### src/rtl/sar_adc_pkg.sv
// Shared types and defaults for the SAR ADC controller.
package sar_adc_pkg;

  typedef enum logic [1:0] {
    IDLE    = 2'd0,
    TRACK   = 2'd1,
    CONVERT = 2'd2,
    DONE    = 2'd3
  } state_t;

  localparam int DEF_WIDTH         = 10;
  localparam int DEF_SAMPLE_CYCLES = 2;
  localparam int DEF_SETTLE_CYCLES = 3;

  localparam logic [DEF_WIDTH-1:0] MIDSCALE = {1'b1, {(DEF_WIDTH-1){1'b0}}};

  // Counter width able to hold 0..n-1; never narrower than one bit.
  function automatic int cnt_w(input int n);
    return (n > 1) ? $clog2(n) : 1;
  endfunction

endpackage

### src/rtl/sar_adc_if.sv
// Core-side and analog-side signals of the SAR ADC controller.
interface sar_adc_if #(
  parameter int WIDTH = 10
);
  logic             start;
  logic             cont;
  logic             comp;
  logic             SAMPLE;
  logic [WIDTH-1:0] DAC_CODE;
  logic [WIDTH-1:0] DATA;
  logic             valid;
  logic             busy;

  modport master (
    output start, cont, comp,
    input  SAMPLE, DAC_CODE, DATA, valid, busy
  );

  modport slave (
    input  start, cont, comp,
    output SAMPLE, DAC_CODE, DATA, valid, busy
  );
endinterface

### src/rtl/sar_adc_ctrl_sync_2ff.sv
// Generic two-flop synchronizer for a single asynchronous level.
module sync_2ff (
  input  logic i_clk,
  input  logic i_rst_n,
  input  logic i_d,
  output logic o_q
);
  logic r_meta;
  logic r_sync;

  // Two back-to-back flops; only the second one is safe to use.
  always_ff @(posedge i_clk or negedge i_rst_n) begin
    if (!i_rst_n) begin
      r_meta <= 1'b0;
      r_sync <= 1'b0;
    end else begin
      r_meta <= i_d;
      r_sync <= r_meta;
    end
  end

  assign o_q = r_sync;
endmodule

### src/rtl/sar_adc_ctrl.sv
// SAR ADC controller: track/hold, binary search on the DAC code, result hand-off.
//
//   state   | meaning
//   IDLE    | waiting for start or cont, outputs quiet
//   TRACK   | SAMPLE high, input tracked for SAMPLE_CYCLES cycles
//   CONVERT | one bit per SETTLE_CYCLES cycles, MSB first
//   DONE    | valid pulse, DATA carries the result; restart if cont
module sar_adc_ctrl
  import sar_adc_pkg::*;
#(
  parameter int WIDTH         = DEF_WIDTH,
  parameter int SAMPLE_CYCLES = DEF_SAMPLE_CYCLES,
  parameter int SETTLE_CYCLES = DEF_SETTLE_CYCLES
) (
  input logic      CLK,
  input logic      reset,
  sar_adc_if.slave bus
);

  localparam int SMP_W = cnt_w(SAMPLE_CYCLES);
  localparam int SET_W = cnt_w(SETTLE_CYCLES);
  localparam int IDX_W = cnt_w(WIDTH);

  localparam logic [SMP_W-1:0] SMP_LAST = SMP_W'(SAMPLE_CYCLES - 1);
  localparam logic [SET_W-1:0] SET_LAST = SET_W'(SETTLE_CYCLES - 1);
  localparam logic [IDX_W-1:0] IDX_MSB  = IDX_W'(WIDTH - 1);
  localparam logic [WIDTH-1:0] MID_CODE = {1'b1, {(WIDTH-1){1'b0}}};
  localparam logic [WIDTH-1:0] ONE_HOT0 = {{(WIDTH-1){1'b0}}, 1'b1};

  state_t r_state, w_state_n;

  logic [SMP_W-1:0] r_smp_cnt, w_smp_cnt_n;
  logic [SET_W-1:0] r_set_cnt, w_set_cnt_n;
  logic [IDX_W-1:0] r_idx,     w_idx_n;
  logic [WIDTH-1:0] r_dac,     w_dac_n;
  logic [WIDTH-1:0] r_data,    w_data_n;
  logic             r_sample,  w_sample_n;
  logic             r_valid,   w_valid_n;
  logic             r_busy,    w_busy_n;

  logic             w_comp_s;
  logic             w_go;
  logic             w_smp_last;
  logic             w_bit_last;
  logic             w_idx_zero;
  logic [WIDTH-1:0] w_sel;
  logic [WIDTH-1:0] w_sel_lo;
  logic [WIDTH-1:0] w_dac_dec;

  sync_2ff u_comp_sync (
    .i_clk   (CLK),
    .i_rst_n (reset),
    .i_d     (bus.comp),
    .o_q     (w_comp_s)
  );

  assign w_go       = bus.start | bus.cont;
  assign w_smp_last = (r_smp_cnt == SMP_LAST);
  assign w_bit_last = (r_set_cnt == SET_LAST);
  assign w_idx_zero = (r_idx == '0);

  // Bit decision is pure masking: keep/clear the bit under test, raise the next trial bit.
  assign w_sel     = ONE_HOT0 << r_idx;
  assign w_sel_lo  = w_sel >> 1;
  assign w_dac_dec = (r_dac & ~w_sel) | (w_comp_s ? w_sel : '0) | w_sel_lo;

  // State and all registered outputs/counters.
  always_ff @(posedge CLK or negedge reset) begin
    if (!reset) begin
      r_state   <= IDLE;
      r_smp_cnt <= '0;
      r_set_cnt <= '0;
      r_idx     <= '0;
      r_dac     <= '0;
      r_data    <= '0;
      r_sample  <= 1'b0;
      r_valid   <= 1'b0;
      r_busy    <= 1'b0;
    end else begin
      r_state   <= w_state_n;
      r_smp_cnt <= w_smp_cnt_n;
      r_set_cnt <= w_set_cnt_n;
      r_idx     <= w_idx_n;
      r_dac     <= w_dac_n;
      r_data    <= w_data_n;
      r_sample  <= w_sample_n;
      r_valid   <= w_valid_n;
      r_busy    <= w_busy_n;
    end
  end

  // Next-state decode.
  always_comb begin
    w_state_n = r_state;
    case (r_state)
      IDLE:    if (w_go) w_state_n = TRACK;
      TRACK:   if (w_smp_last) w_state_n = CONVERT;
      CONVERT: if (w_bit_last && w_idx_zero) w_state_n = DONE;
      DONE:    w_state_n = bus.cont ? TRACK : IDLE;
      default: w_state_n = IDLE;
    endcase
  end

  // Next values of outputs, counters and the SAR register.
  always_comb begin
    w_smp_cnt_n = r_smp_cnt;
    w_set_cnt_n = r_set_cnt;
    w_idx_n     = r_idx;
    w_dac_n     = r_dac;
    w_data_n    = r_data;
    w_sample_n  = 1'b0;
    w_valid_n   = 1'b0;
    w_busy_n    = r_busy;
    case (r_state)
      IDLE: begin
        if (w_go) begin
          w_sample_n  = 1'b1;
          w_busy_n    = 1'b1;
          w_smp_cnt_n = '0;
        end
      end
      TRACK: begin
        if (w_smp_last) begin
          w_idx_n     = IDX_MSB;
          w_dac_n     = MID_CODE;
          w_set_cnt_n = '0;
        end else begin
          w_sample_n  = 1'b1;
          w_smp_cnt_n = r_smp_cnt + SMP_W'(1);
        end
      end
      CONVERT: begin
        if (w_bit_last) begin
          w_dac_n     = w_dac_dec;
          w_set_cnt_n = '0;
          if (w_idx_zero) begin
            // Result is latched on entry to DONE so valid and DATA line up.
            w_data_n  = w_dac_dec;
            w_valid_n = 1'b1;
          end else begin
            w_idx_n = r_idx - IDX_W'(1);
          end
        end else begin
          w_set_cnt_n = r_set_cnt + SET_W'(1);
        end
      end
      DONE: begin
        if (bus.cont) begin
          w_sample_n  = 1'b1;
          w_smp_cnt_n = '0;
        end else begin
          w_busy_n = 1'b0;
        end
      end
      default: ;
    endcase
  end

  assign bus.SAMPLE   = r_sample;
  assign bus.DAC_CODE = r_dac;
  assign bus.DATA     = r_data;
  assign bus.valid    = r_valid;
  assign bus.busy     = r_busy;

endmodule

### src/flat_wrapper.sv
// flat-port wrapper written by rule: the top's interface ports become plain ports
module sar_adc_ctrl_flat import sar_adc_pkg::*;
#(
  parameter int WIDTH         = DEF_WIDTH,
  parameter int SAMPLE_CYCLES = DEF_SAMPLE_CYCLES,
  parameter int SETTLE_CYCLES = DEF_SETTLE_CYCLES
)
  (CLK, reset, bus_start, bus_cont, bus_comp, bus_SAMPLE, bus_DAC_CODE, bus_DATA, bus_valid, bus_busy);
  sar_adc_if #(.WIDTH(WIDTH)) bus_i ();
  input logic CLK;
  input logic reset;
  input wire logic [$bits(bus_i.start)-1:0] bus_start;
  input wire logic [$bits(bus_i.cont)-1:0] bus_cont;
  input wire logic [$bits(bus_i.comp)-1:0] bus_comp;
  output wire logic [$bits(bus_i.SAMPLE)-1:0] bus_SAMPLE;
  output wire logic [$bits(bus_i.DAC_CODE)-1:0] bus_DAC_CODE;
  output wire logic [$bits(bus_i.DATA)-1:0] bus_DATA;
  output wire logic [$bits(bus_i.valid)-1:0] bus_valid;
  output wire logic [$bits(bus_i.busy)-1:0] bus_busy;
  assign bus_i.start = bus_start;
  assign bus_i.cont = bus_cont;
  assign bus_i.comp = bus_comp;
  assign bus_SAMPLE = bus_i.SAMPLE;
  assign bus_DAC_CODE = bus_i.DAC_CODE;
  assign bus_DATA = bus_i.DATA;
  assign bus_valid = bus_i.valid;
  assign bus_busy = bus_i.busy;
  sar_adc_ctrl #(.WIDTH(WIDTH), .SAMPLE_CYCLES(SAMPLE_CYCLES), .SETTLE_CYCLES(SETTLE_CYCLES)) u_core (.CLK(CLK), .reset(reset), .bus(bus_i));
endmodule
### config.mk
export PLATFORM = sky130hd
export DESIGN_NAME = sar_adc_ctrl_flat
export DESIGN_NICKNAME = d
export VERILOG_FILES = /design/src/rtl/sar_adc_pkg.sv /design/src/rtl/sar_adc_if.sv /design/src/rtl/sar_adc_ctrl_sync_2ff.sv /design/src/rtl/sar_adc_ctrl.sv /design/src/flat_wrapper.sv
export SDC_FILE = /design/constraint.sdc
export NUM_CORES = 1
export LEC_CHECK = 0
export CAP_MARGIN = 25
export CORE_UTILIZATION = 53
export DETAILED_ROUTE_END_ITERATION = 6
export PLACE_DENSITY_LB_ADDON = 0.25
export SKIP_CTS_REPAIR_TIMING = 1
export SYNTH_ARGS = -nofsm -noshare
export SYNTH_HDL_FRONTEND = slang
export SYNTH_SLANG_ARGS = --single-unit
### constraint.sdc
create_clock -name CLK -period 2.2 [get_ports CLK]
set_clock_uncertainty 0.05 [all_clocks]
set_input_delay 0.22 -clock CLK [delete_from_list [all_inputs] [get_ports CLK]]
set_output_delay 0.22 -clock CLK [all_outputs]
set_load 0.1 [all_outputs]
After elaboration in Yosys (flattened, before gate mapping):

Index checks and enable logic that the tools add are counted.

* $add $sub $neg: 3
* eq/ne operators: 11
* shift-type cells: 1
* muxes and demuxes: 30
* bitwise operators: 5
* reductions and logical operators: 13

Operators with widths (count)
* $mux 10: 3
* $pmux 10 s2: 1
* $reduce_and 3->1: 5
* $mux 1: 12
* $mux 4: 3
* $and 10x10->10: 1
* $mux 2: 5
* $not 10->10: 1
* $or 10x10->10: 1
* $or 10x9->10: 1
* $shl 1x4->10 const A: 1
* $ne 2x1->1 const B: 4
* $pmux 2 s4: 1
* $pmux 4 s2: 1
* $eq 2x2->1 const B: 3
* $ne 2x2->1 const B: 3
* $pmux 1 s3: 2
* $logic_not 4->1: 1
* $pmux 2 s2: 1
* $reduce_and 4->1: 1
* $reduce_bool 2->1: 2
* $sub 4x1->4 const B: 1
* $reduce_bool 3->1: 1
* $add 2x1->2 const B: 1
* other kinds (7): 7

* register bits: 34
* input port bits: 5
* output and inout port bits: 23
* logic and storage cells: 74

Logic depth before layout (Yosys ltp):

Gate-level depths: netlist (run 1).

* depth in word-level cells: 7
* gate-level depth with buffers: 7
* mapped depth without buffers: 6

Cells and area by module:

From an unflattened synthesis (run 1), not the netlist that was laid out.

* cell total of the unflattened synthesis: 169
* area, all modules: 1780.5 sq um

By module, submodules not included
* sar_adc_ctrl: instances 1, cells an instance 167, area an instance 1730.4 sq um, sequential area each 800.8 sq um
* sync_2ff: instances 1, cells an instance 2, area an instance 50.0 sq um, sequential area each 50.0 sq um

Least setup slack after synthesis (run 1):

No wires, ideal clock.

* kind: register to register
* from: register u_core.r_idx[0]
* to: register u_core.r_data[4] (netlist: u_core.bus.DATA[4])
* setup time: 0.125 ns
* arrival time: 1.627 ns
* data required time: 2.025 ns
* setup slack: 0.398 ns
* stages on the path, launching flop included: 7
* buffers on the path: 1
* clock period less this slack: 1.802 ns
* path through: dfrtp_1 inv_1 ha_1 clkbuf_1 nand4_1 inv_1 mux2_2

* word-level cells in the longest chain between the ends: 5
* elaborated cells on any way between the ends: 8
* those cells by class: shift: 1; mux: 1; bitwise: 4; reduce/logical: 2

RTL lines
* start: declaration: line sar_adc_ctrl.sv:34 `logic [IDX_W-1:0] r_idx, w_idx_n;`
* start signal: assignment: line sar_adc_ctrl.sv:83 `r_idx <= w_idx_n;`
* $shl 1x4->10: line sar_adc_ctrl.sv:63 `assign w_sel = ONE_HOT0 << r_idx;`
* $not 10->10: line sar_adc_ctrl.sv:65 `assign w_dac_dec = (r_dac & ~w_sel) | (w_comp_s ? w_sel : '0) | w_sel_lo;`
* $and 10x10->10: line sar_adc_ctrl.sv:65
* $or 10x10->10: line sar_adc_ctrl.sv:65
* $or 10x9->10: line sar_adc_ctrl.sv:65
* end signal: assignment: line sar_adc_ctrl.sv:85 `r_data <= w_data_n;`
* end: declaration: line sar_adc_ctrl.sv:36 `logic [WIDTH-1:0] r_data, w_data_n;`

Several ways; a longest one is shown, not always the timed one.
A chain may end at the register's enable or synchronous reset.

Final worst setup path (run 1):

* from: register u_core.r_state[1]
* to: register u_core.r_state[1]

* word-level cells in the longest chain between the ends: 3
* elaborated cells on any way between the ends: 9
* those cells by class: eq/ne: 6; mux: 1; reduce/logical: 2

RTL lines
* start: declaration: line sar_adc_ctrl.sv:30 `state_t r_state, w_state_n;`
* start signal: assignment: line sar_adc_ctrl.sv:80 `r_state <= w_state_n;`
* $eq 2x2->1 (tied with other cells): line sar_adc_ctrl.sv:95 `case (r_state)`
* $ne 2x1->1 (no source line)
* $reduce_and 3->1 (no source line)

Several ways; a longest one is shown, not always the timed one.

==> summary.txt, run 1 <==
GRT
  – First-pass GRT wire length: 6710 microns
  – Pin count of the biggest net entering global routing: 35
  – Initial antenna violation count: 0
  – Vias in the first global route: 1513
  – GR Overflow Total: 0
  – Gr usage total: 0.255

Place
  – Global placer's final weighted congestion: 0.866
  – Buffers on Ports: 27
  – Hpwl dp: 2990 microns
  – Area post-placement: 2080 sq um

Synthesis
  – Main synth FF type: dfrtp_1
  – Netlist cell types: 39
  – Area share of the largest cell type after synthesis: 0.469
  – Synth cell count leaders: dfrtp_1 (34), o21ai_0 (21), nor2_1 (18), nand2_1 (16), a21oi_1 (15)
  – Post-Syn Area per Cell: 9.59 sq um
  – Ranking of synthesized cells by area: dfrtp_1 (47%), ha_1 (6.9%), o21ai_0 (5.8%)
  – Leading area contributor after synthesis: dfrtp_1
  – Number of synthesis warnings: 0
  – Sequential fraction of the synthesis area: 0.469
  – Synthesized area: 1810 sq um
  – Most frequent cell after synthesis: dfrtp_1
  – Number of synthesized flops with an enable pin: 0
  – FF+latch count, synth: 34
  – Syn_nets: 204
  – Post-Synthesis Cells: 189
  – Ys async rst share: 1.00

Finish
  – Ant diodes: 0
  – # nets final: 236
  – Layout Cell Area excl Fill: 2140 sq um
  – Fillers: 266
  – P&R area growth vs syn: 18.1%
  – Util after Layout: 0.679
  – Ratio of cells with drive above 1 in the final layout: 0.203

STA
  – Fin. Hold Viols: 0
  – Max-slew violations: 0
  – Total negative slack: 0 ns
  – FMAX: 0.503 GHz
  – Final Setup Violations: 0
  – Slew headroom: 0.723
  – Hold Slack: 0.205 ns
  – Fin crit period: 1.99 ns
  – Fin crit share: 0.904
  – Worst-Margin Slew: 0.416 ns
  – Unrepaired setup endpoints after global routing: false

Floorplan
  – # IOs: 28
  – Die Ht: 60.5 microns
  – Starting Density: 0.575
  – Core box area: 3150 sq um
  – Rows: 20
  – Die ar.: 3660 sq um
  – Die Wd: 60.5 microns

Run
  – MaxCap Viol Count: 0

Clocking
  – CTS root buffer: clkbuf_4
  – H-tree lvl count: 2
  – Clock-pin slew on the worst setup and hold paths: 0.10 ns
  – CTS buffer count: 5
  – Clock Path Buffers: 2
  – TritonCTS clock tree: yes
  – Later-pin clock latency in the skew report: 0.35 ns
  – Num Clock Sinks: 34

Outcome
  – Status: completed

Power and ir drop
  – Pwr Total: 3.36 mW
  – Worst vdd rail ir drop: 0.758 mV
  – Leakage: 1.01 nW
  – Pwr Density: 1570 nW/um^2

Worst setup path
  – Critical Path Slowest Stage Cell: dfrtp_1
  – Critical path required time: 2.39 ns
  – Crit path largest cell delay: 0.42 ns
  – Critical path's top delay family: flip-flops
  – WP buf/inv: 1
  – Startpoint types: flip-flop
  – CP Cell Sequence: inv_1 -> ha_1 -> and2b_1 -> a21oi_2 -> nand3b_2 -> mux2_4
  – Crit Path Max Fanout: 6
  – Critical path class: flip-flop to flip-flop
  – CP Capture Type: flip-flop
  – Critical Path AT: 2.18 ns

Routing
  – Antenna Nets Post-Route: 0
  – Detailed-route via count: 1521
  – Drt wl/cell: 15.0 microns
  – Via-to-Cell Ratio: 5.72
  – # DRC: 0
  – Drt pass-1 iters: 4
  – Final WL: 4000 microns
  – DR iter-0 viols: 60

Worst hold path
  – Hold Path Class: input port to async pin
-- worst paths after layout --
| check | from | endpoint | slack, ns | depth (start not counted) |
|---|---|---|---|---|
| min | reset | u_core.bus.DAC_CODE[8] | 0.20 | 2 |
| max reg2reg | u_core.r_state[1] | u_core.r_state[1] | 0.21 | 6 |
| min reg2reg | u_core.u_comp_sync.r_meta | u_core.u_comp_sync.o_q | 0.31 | 0 |
| min in group CLK | bus_comp | u_core.u_comp_sync.r_meta | 0.25 | 1 |
| max | u_core.r_state[1] | u_core.r_state[1] | 0.21 | 6 |
| max in group asynchronous | reset | u_core.r_state[0] | 1.59 | 2 |
-- sequential cells by signal, summed over array words and instances, names as in the netlist --
name	cells
u_core.bus.DAC_CODE	10
u_core.bus.DATA	10
u_core.bus.SAMPLE	1
u_core.bus.busy	1
u_core.bus.valid	1
u_core.r_idx	4
u_core.r_set_cnt	2
u_core.r_smp_cnt	1
u_core.r_state	2
u_core.u_comp_sync.o_q	1
u_core.u_comp_sync.r_meta	1
-- cell usage in the layout, fill, tap and decap left out, types with 4 or more instances in the layout --
cell type / Yosys / final
dfrtp_1: 34 / 34
buf_4: 0 / 28
o21ai_0: 21 / 21
nor2_1: 18 / 18
nand2_1: 16 / 16
a21oi_1: 15 / 15
inv_1: 11 / 11
ha_1: 10 / 10
o22ai_1: 7 / 7
nor3_1: 6 / 6
clkbuf_4: 0 / 5
mux2_2: 4 / 4
clkdlybuf4s50_1: 0 / 4
-- power by group --
part | internal (mW) | total, mW | switching, mW
combinational | 0.618 | 2.01 | 1.39
sequential | 0.784 | 0.983 | 0.198
clock | 0.155 | 0.361 | 0.206
total | 1.56 | 3.36 | 1.80
-- cell type report --
class | instances | area, sq um | area share
Clock buffer | 7 | 55.1 | 0.0257
Multi-Input combinational cell | 137 | 883 | 0.413
Timing Repair Buffer | 32 | 250 | 0.117
Sequential cell | 34 | 851 | 0.397
Clock inverter | 1 | 5.00 | 0.00234
Inverter | 11 | 41.3 | 0.0193
Tap cell | 44 | 55.1 | 0.0257
-- metal layers --
layer | GRT usage | part of all wire
met1 | 0.285 | 0.41
met2 | 0.449 | 0.51
met3 | 0.0725 | 0.066
met4 | 0.117 | 0.017
met5 | 0 | 0
-- stage by stage --
| step | instances | worst slack [ns] |
|---|---|---|
| 5_1_grt | 266 | 0.114 |
| 3_3_place_gp | 258 | 0.351 |
| 3_5_place_dp | 258 | 0.244 |
| 4_1_cts | 266 | 0.221 |
| 6_report | 266 | 0.211 |
| 2_1_floorplan | 189 | 0.398 |
-- cell families after synthesis --
| group | synth area share |
|---|---|
| simple gates | 0.164 |
| mux | 0.0386 |
| buf+inv | 0.0435 |
| fa+ha+maj | 0.0690 |
| compound gates | 0.216 |
| flops | 0.469 |
No activity file was read; power rests on OpenSTA's default activity.
==> run 2: changes to the inputs <==
- CORE_MARGIN: not set -> 2
==> run 2 against run 1 <==
Against the previous run: worst hold slack improved by 0.0035 ns; combinational power barely moved; routed wire length fell by 3.3%; global-route usage fell by 3.6 points; critical path depth did not move; power fell by 0.25%; flip-flop and latch count did not move; final cell count rose by 0.75%; count of clock-buffer cells in the layout fell by 1; maximum frequency fell by 0.93%; sequential power barely moved; critical path type unchanged.
==> summary.txt, run 2 (synthesis results as in run 1) <==
GRT
  – GR Overflow Total: 0 (unchanged)
  – Vias in the first global route: 1501 (was 1513)
  – First-pass GRT wire length: 6790 microns (was 6710 microns)
  – Pin count of the biggest net entering global routing: 35 (unchanged)
  – Gr usage total: 0.219 (was 0.255)
  – Initial antenna violation count: 0 (unchanged)

Finish
  – Most frequent cells in the layout: dfrtp_1 (34), buf_4 (28), o21ai_0 (21) (unchanged)
  – P&R area growth vs syn: 18.4% (was 18.1%)
  – Layout Cells excl Fill: 268 (was 266)
  – Ant diodes: 0 (unchanged)
  – # nets final: 236 (unchanged)
  – Ratio of cells with drive above 1 in the final layout: 0.207 (was 0.203)
  – Layout Cell Area excl Fill: 2150 sq um (was 2140 sq um)
  – Most common cell after layout, fill and taps aside: dfrtp_1 (unchanged)

STA
  – Slew headroom: 0.712 (was 0.723)
  – Fin crit period: 2.01 ns (was 1.99 ns)
  – Worst-Margin Slew: 0.432 ns (was 0.416 ns)
  – FMAX: 0.498 GHz (was 0.503 GHz)
  – Max-slew violations: 0 (unchanged)
  – Unrepaired setup endpoints after global routing: false (unchanged)
  – Hold Slack: 0.208 ns (was 0.205 ns)
  – Total negative slack: 0 ns (unchanged)
  – Fin crit share: 0.912 (was 0.904)
  – Fin. Hold Viols: 0 (unchanged)
  – Final Setup Violations: 0 (unchanged)

Place
  – Buffers on Ports: 27 (unchanged)
  – Area post-placement: 2080 sq um (about the same)
  – Hpwl dp: 2830 microns (was 2990 microns)
  – Global placer's final weighted congestion: 0.844 (was 0.866)
  – Post-Place Cells: 260 (was 258)

Worst setup path
  – Critical path class: flip-flop to flip-flop (unchanged)
  – Critical Path Slowest Stage Cell: a211o_1 (was dfrtp_1)
  – Reg2Reg Depth: 6 (unchanged)
  – CP Cell Sequence: inv_1 -> ha_1 -> and2b_1 -> a211o_1 -> nor2_1 -> a22o_1 (was inv_1 -> ha_1 -> and2b_1 -> a21oi_2 -> nand3b_2 -> mux2_4)
  – Critical path required time: 2.45 ns (was 2.39 ns)
  – FF-to-FF Start: u_core.r_state[1] (unchanged)
  – Crit path largest cell delay: 0.47 ns (was 0.42 ns)
  – End of the critical path: u_core.bus.DAC_CODE[7] (was u_core.r_state[1])
  – Startpoint types: flip-flop (unchanged)
  – Worst r2r dst: u_core.bus.DAC_CODE[7] (was u_core.r_state[1])
  – R2R Setup Slk: 0.19 ns (was 0.21 ns)
  – Critical Path AT: 2.25 ns (was 2.18 ns)
  – Crit Path Max Fanout: 11 (was 6)
  – Setup crit start: u_core.r_state[1] (unchanged)
  – CP Capture Type: flip-flop (unchanged)

Clocking
  – Later-pin clock latency in the skew report: 0.35 ns (about the same)
  – H-tree lvl count: 2 (unchanged)
  – Num Clock Sinks: 34 (unchanged)
  – TritonCTS clock tree: yes (unchanged)
  – Clock Path Buffers: 2 (unchanged)
  – CTS buffer count: 5 (unchanged)
  – CTS root buffer: clkbuf_4 (unchanged)
  – Clock-pin slew on the worst setup and hold paths: 0.11 ns (was 0.10 ns)

Routing
  – Drt pass-1 iters: 4 (unchanged)
  – Antenna Nets Post-Route: 0 (unchanged)
  – Detailed-route via count: 1497 (was 1521)
  – Final WL: 3870 microns (was 4000 microns)
  – # DRC: 0 (unchanged)
  – DR iter-0 viols: 88 (was 60)
  – Via-to-Cell Ratio: 5.59 (was 5.72)
  – Drt wl/cell: 14.4 microns (was 15.0 microns)

Floorplan
  – Die Ht: 62.5 microns (was 60.5 microns)
  – Die ar.: 3900 sq um (was 3660 sq um)
  – Starting Density: 0.548 (was 0.575)
  – Rows: 21 (was 20)
  – # IOs: 28 (unchanged)
  – Die Wd: 62.5 microns (was 60.5 microns)
  – Core box area: 3310 sq um (was 3150 sq um)

Run
  – MaxCap Viol Count: 0 (unchanged)

Power and ir drop
  – Pwr Total: 3.35 mW (was 3.36 mW)
  – Worst vdd rail ir drop: 0.757 mV (was 0.758 mV)
  – Leakage: 1.01 nW (about the same)
  – Pwr Density: 1560 nW/um^2 (was 1570 nW/um^2)

Worst hold path
  – Hold Path Class: input port to async pin (unchanged)

Outcome
  – Status: completed (unchanged)
-- run 2: cell count changes in the layout (fill, tap and decap cells not counted) --
cell        previous run  this run
clkbuf_1               1         0
clkinvlp_4             0         1
-- run 2: worst min path at each step --
stage                     slack (ns)                      to                       from  cells past startpoint
final                           0.21  u_core.bus.DAC_CODE[1]                      reset                      2
after global placement          0.29  u_core.u_comp_sync.o_q  u_core.u_comp_sync.r_meta                      0
after floorplan                -0.13  u_core.bus.DAC_CODE[0]                      reset                      0
after CTS                       0.22  u_core.bus.DAC_CODE[8]                      reset                      2
after detailed placement        0.29  u_core.u_comp_sync.o_q  u_core.u_comp_sync.r_meta                      0
after global routing            0.24  u_core.bus.DAC_CODE[8]                      reset                      2
-- run 2: worst max-delay path: cells and delay by family (launching register included) --
family / cells / cell delay [ns]
AO/OA/AOI/OAI: 2 / 0.63
AND/OR/NAND/NOR: 2 / 0.49
flip-flops: 1 / 0.44
adder cells (fa/ha/maj): 1 / 0.24
buffers and inverters: 1 / 0.11
-- run 2: power by group --
part	switching [mW]	total, mW	leakage (nW)	internal [mW]
sequential	0.196	0.980	0.430	0.784
combinational	1.38	2.00	0.541	0.616
clock	0.218	0.371	0.0343	0.153
-- run 2: routing by layer --
metal | wire [microns] | global-route usage
met1 | 1750 | 0.263
met3 | 178 | 0.0631
met5 | 0 | 0
met4 | 98 | 0.131
met2 | 1840 | 0.348
-- run 2: cell type report --
type                            instances  area (sq um)
Clock buffer                            6          51.3
Sequential cell                        34           851
Inverter                               11          41.3
Multi-Input combinational cell        137           883
Timing Repair Buffer                   32           250
Fill cell                             296          1160
Tap cell                               46          57.6
Clock inverter                          2          12.5
-- run 2: per-stage QoR --
step                      utilization  setup WS (ns)
after detailed placement        0.629          0.222
after CTS                       0.649          0.197
after floorplan                     -          0.398
final                           0.649          0.193
after global placement          0.629          0.361
after global routing            0.649         0.0636
